File: src/rtl/piso_pkg.sv
// Shared types and constants for the parallel-in/serial-out transmitter.
package piso_pkg;

  typedef enum logic {
    IDLE  = 1'b0,
    SHIFT = 1'b1
  } state_t;

  localparam logic DEFAULT_IDLE_LEVEL = 1'b0;

  // Bit counter width: it has to hold WIDTH-1 (WIDTH >= 2 keeps this >= 1).
  function automatic int cnt_width(input int width);
    return $clog2(width);
  endfunction

endpackage

File: src/rtl/piso_serializer.sv
// Parallel-in/serial-out transmitter: accepts a word over valid/ready and shifts it
// out one bit per clock, with back-to-back frames and no idle gap.
module piso_serializer
  import piso_pkg::*;
#(
  parameter int   WIDTH      = 8,
  parameter bit   MSB_FIRST  = 1'b1,
  parameter logic IDLE_LEVEL = DEFAULT_IDLE_LEVEL
) (
  input  logic             clk,
  input  logic             reset,
  input  logic [WIDTH-1:0] din,
  input  logic             din_valid,
  output logic             din_ready,
  output logic             ser_out,
  output logic             ser_valid,
  output logic             frame_start,
  output logic             busy
);

  localparam int             CW       = cnt_width(WIDTH);
  localparam logic [CW-1:0]  LAST_CNT = CW'(WIDTH - 1);

  state_t           state, state_nxt;
  logic [WIDTH-1:0] shreg, shreg_nxt;
  logic [CW-1:0]    cnt, cnt_nxt;
  logic             ser_out_nxt, ser_valid_nxt, frame_start_nxt;
  logic             accept;

  // A new word may land on the same edge that retires the last bit of the old one.
  assign din_ready = reset && ((state == IDLE) || (cnt == '0));
  assign accept    = din_valid && din_ready;
  assign busy      = ser_valid;

  always_comb begin
    // NOTE: every output of this block gets a default first so no latch is inferred.
    state_nxt       = state;
    shreg_nxt       = shreg;
    cnt_nxt         = cnt;
    ser_out_nxt     = ser_out;
    ser_valid_nxt   = ser_valid;
    frame_start_nxt = 1'b0;

    if (accept) begin
      state_nxt       = SHIFT;
      cnt_nxt         = LAST_CNT;
      ser_valid_nxt   = 1'b1;
      frame_start_nxt = 1'b1;
      if (MSB_FIRST) begin
        ser_out_nxt = din[WIDTH-1];
        shreg_nxt   = din << 1;
      end else begin
        ser_out_nxt = din[0];
        shreg_nxt   = din >> 1;
      end
    end else if (state == SHIFT) begin
      if (cnt != '0) begin
        cnt_nxt = cnt - CW'(1);
        if (MSB_FIRST) begin
          ser_out_nxt = shreg[WIDTH-1];
          shreg_nxt   = shreg << 1;
        end else begin
          ser_out_nxt = shreg[0];
          shreg_nxt   = shreg >> 1;
        end
      end else begin
        state_nxt     = IDLE;
        ser_out_nxt   = IDLE_LEVEL;
        ser_valid_nxt = 1'b0;
      end
    end
  end

  always_ff @(posedge clk or negedge reset) begin
    // NOTE: non-blocking assignments keep all registers updating from pre-edge values.
    if (!reset) begin
      state       <= IDLE;
      shreg       <= '0;
      cnt         <= '0;
      ser_out     <= IDLE_LEVEL;
      ser_valid   <= 1'b0;
      frame_start <= 1'b0;
    end else begin
      state       <= state_nxt;
      shreg       <= shreg_nxt;
      cnt         <= cnt_nxt;
      ser_out     <= ser_out_nxt;
      ser_valid   <= ser_valid_nxt;
      frame_start <= frame_start_nxt;
    end
  end

endmodule

File: config.mk
export PLATFORM = sky130hd
export DESIGN_NAME = piso_serializer
export DESIGN_NICKNAME = d
export VERILOG_FILES = /design/src/rtl/piso_pkg.sv /design/src/rtl/piso_serializer.sv
export SDC_FILE = /design/constraint.sdc
export NUM_CORES = 1
export LEC_CHECK = 0
export CAP_MARGIN = 40
export CORE_MARGIN = 4
export CORE_UTILIZATION = 55
export CTS_CLUSTER_SIZE = 28
export DETAILED_ROUTE_END_ITERATION = 10
export DONT_BUFFER_PORTS = 1
export GPL_TIMING_DRIVEN = 1
export HOLD_SLACK_MARGIN = 0.12
export PLACE_DENSITY = 0.69
export REMOVE_ABC_BUFFERS = 1
export SYNTH_ARGS = -nofsm -noshare
export SYNTH_HDL_FRONTEND = slang
export SYNTH_SLANG_ARGS = --single-unit
File: constraint.sdc
create_clock -name clk -period 1.9 [get_ports clk]
set_input_delay 0.57 -clock clk [delete_from_list [all_inputs] [get_ports clk]]
set_output_delay 0.57 -clock clk [all_outputs]
set_load 0.05 [all_outputs]
==> reports/metrics.csv <==
metric;value;unit
status;finished with violations;
violations;hold timing, setup timing;
clockBufferDepth;2;
area_growth;12.8;%
wl_per_cell;15.4;um
clkTransAtPathRegs;0.08;ns
cp-startpoint;cnt[1]$_DFFE_PN0P_;
cp_max_fo;3;
postLayoutCoreUtil;69.6;%
drive_gt1_share;26.3;%
cp_data_arrival_time;1.38;ns
grt_pass1_vias;524;
worstMarginPinSlew;0.465;ns
end_kind;output port;
synth_cell_types;22;
worstSkewPairLatency;0.28;ns
grt_start_max_net_pins;18;
fp.dieW;44.0;um
maxCapViolCount;0;
yosysMostFrequentCell;dfrtp_1;
synth_edf_count;0;
setup_violations;1;
fmax;0.512;GHz
port_buffers;0;
antenna_found_initial;0;
routed-via-count;533;
min_period_over_period;103;%
cts_tree;yes;
yosysTopAreaCellShare;49.1;%
ant_nets;0;
yosysWarningCount;0;
critPathLaunchType;flip-flop;
fp.dieH;44.0;um
dpl_cell_area;726;um^2
drv_slew;0;
r2r-start;cnt[1]$_DFFE_PN0P_;
dieArea;1940;um^2
drt-total-wl;1390;um
drc;0;
cp_cell_sequence;inv_2 -> ha_4 -> nand2b_4 -> and2_4 -> nor2b_2 -> buf_6;
r2r-end;cnt[2]$_DFFE_PN0P_;
synthTopCellsByCount;dfrtp_1, mux2i_1, nand3_1, o21ai_1;
grt_pass1_wl;2300;um
hold_violations;14;
slew_headroom;69.0;%
yosys.area.top_type;dfrtp_1;
synth_area_leaders;dfrtp_1, mux2i_1, a211oi_1;
power_density;1660;nW/um^2
leakage;0.000378;uW
cpPeakStageDelay;0.40;ns
crit_end;din_ready;
start_util;61.7;%
r2r_cells;7;
irDropWorstVdd;1.07;mV
insertedDiodeCount;0;
synthFlopType;dfrtp_1;
syn_inst;68;
cp.required;1.33;ns
std_cell_rows;12;
hpwl;836;um
hp-class;input port to asynchronous set/reset pin;
async_flop_share;100;%
design_area;805;um^2
r2r_slack;0.54;ns
place_congestion;0.738;
numCtsBuffers;3;
core;1160;um^2
avgSynthCellArea;10.5;um^2
rsz0062_at_grt;true;
critPathKind;flip-flop to output port;
gr-total-overflow;0;
root_buffer;clkbuf_4;
cpMaxStageDelayCell;dfrtp_1;
ys_seq_area_share;49.1;%
ios;16;
fin_nets;91;
cts.sinks;14;
synthesis.area;713;um^2
first_pass_iters;4;
whs;-0.0248;ns
clock_skew;0.00154;ns
synth-seq-cells;14;
vias_per_cell;5.92;
track_usage;16.3;%
drt_iter0_drc;6;
period_needed;1.95;ns
htreeDepth;1;
fin_ws;-0.0531;ns
==> kinds of logic (layout without fill, tap and decap cells) <==
logic type | Yosys count | in the layout | synth area share (%)
AO/OA/AOI/OAI | 18 | 18 | 14.9
AND/OR/NAND/NOR | 18 | 18 | 14.6
flip-flops | 14 | 14 | 49.1
buffers and inverters | 9 | 17 | 8.07
multiplexers | 7 | 7 | 9.82
adder cells (fa/ha/maj) | 2 | 2 | 3.51
==> cells in the final DEF, fill, tap and decap left out, types with 2 or more instances in the layout <==
| master | instances |
|---|---|
| inv_2 | 2 |
| mux2i_1 | 7 |
| nand2_1 | 2 |
| dfrtp_1 | 14 |
| a211oi_1 | 5 |
| clkbuf_4 | 3 |
| nor2_1 | 2 |
| nand3_1 | 6 |
| o21ai_1 | 6 |
| a21oi_1 | 5 |
| inv_1 | 2 |
| buf_4 | 9 |
==> worst min-delay path by stage <==
stage                                       to  slack (ns)  cells past startpoint
after global placement      cnt[2]$_DFFE_PN0P_        0.27                      0
final                     shreg[1]$_DFFE_PN0P_       -0.02                      0
after global routing      shreg[6]$_DFFE_PN0P_       -0.04                      0
after floorplan               busy$_DFFE_PN0P_        0.27                      0
after CTS                     busy$_DFFE_PN0P_       -0.03                      0
after detailed placement    cnt[2]$_DFFE_PN0P_        0.27                      0
==> power by group <==
part           total (uW)  internal [uW]  switching, uW
Combinational         651            306            345
Sequential            517            407            110
Clock                 166           73.6           92.7
==> layout make-up <==
| type | instances | area [um^2] |
|---|---|---|
| Fill cell | 99 | 352 |
| Inverter | 4 | 15.0 |
| Multi-Input combinational cell | 45 | 320 |
| Tap cell | 14 | 17.5 |
| Sequential cell | 14 | 350 |
| Timing Repair Buffer | 10 | 78.8 |
| Clock buffer | 3 | 22.5 |
==> critical path: cells and delay by family, from the launching register on <==
kind | cells | cell delay, ns
flip-flops | 1 | 0.40
AND/OR/NAND/NOR | 3 | 0.30
buffers and inverters | 2 | 0.25
adder cells (fa/ha/maj) | 1 | 0.15
==> metrics by stage <==
step           hold slack, ns  power (uW)  worst slack (ns)  TNS (ns)  std cells
2_1_floorplan           0.274         901            -0.344    -0.344         63
3_3_place_gp            0.275        1040             0.148         0         82
3_5_place_dp            0.275        1040             0.121         0         82
4_1_cts               -0.0283        1280           -0.0362   -0.0362         87
5_1_grt               -0.0447        1430            -0.109    -0.109         90
6_report              -0.0248        1330           -0.0531   -0.0531         90
==> routing by layer <==
metal / global-route usage (%) / routed length (um)
met3: 2.44 / 72
met4: 9.04 / 29
met5: 0 / 0
met1: 21.2 / 590
met2: 25.9 / 696
==> state kept, by name (all words and copies together), names as in the netlist <==
| register | cells |
|---|---|
| frame_start | 1 |
| state | 1 |
| busy | 1 |
| shreg | 7 |
| ser_out | 1 |
| cnt | 3 |
==> what timing repair did <==
action                                  in CTS  in global routing
endpoints found under the hold margin       14                 14
gates resized for setup                      6                  0
endpoints found under the setup margin       1                  1
pin swaps                                    2                  0
setup buffers                                2                  3
(Power assumes the default switching activity.)
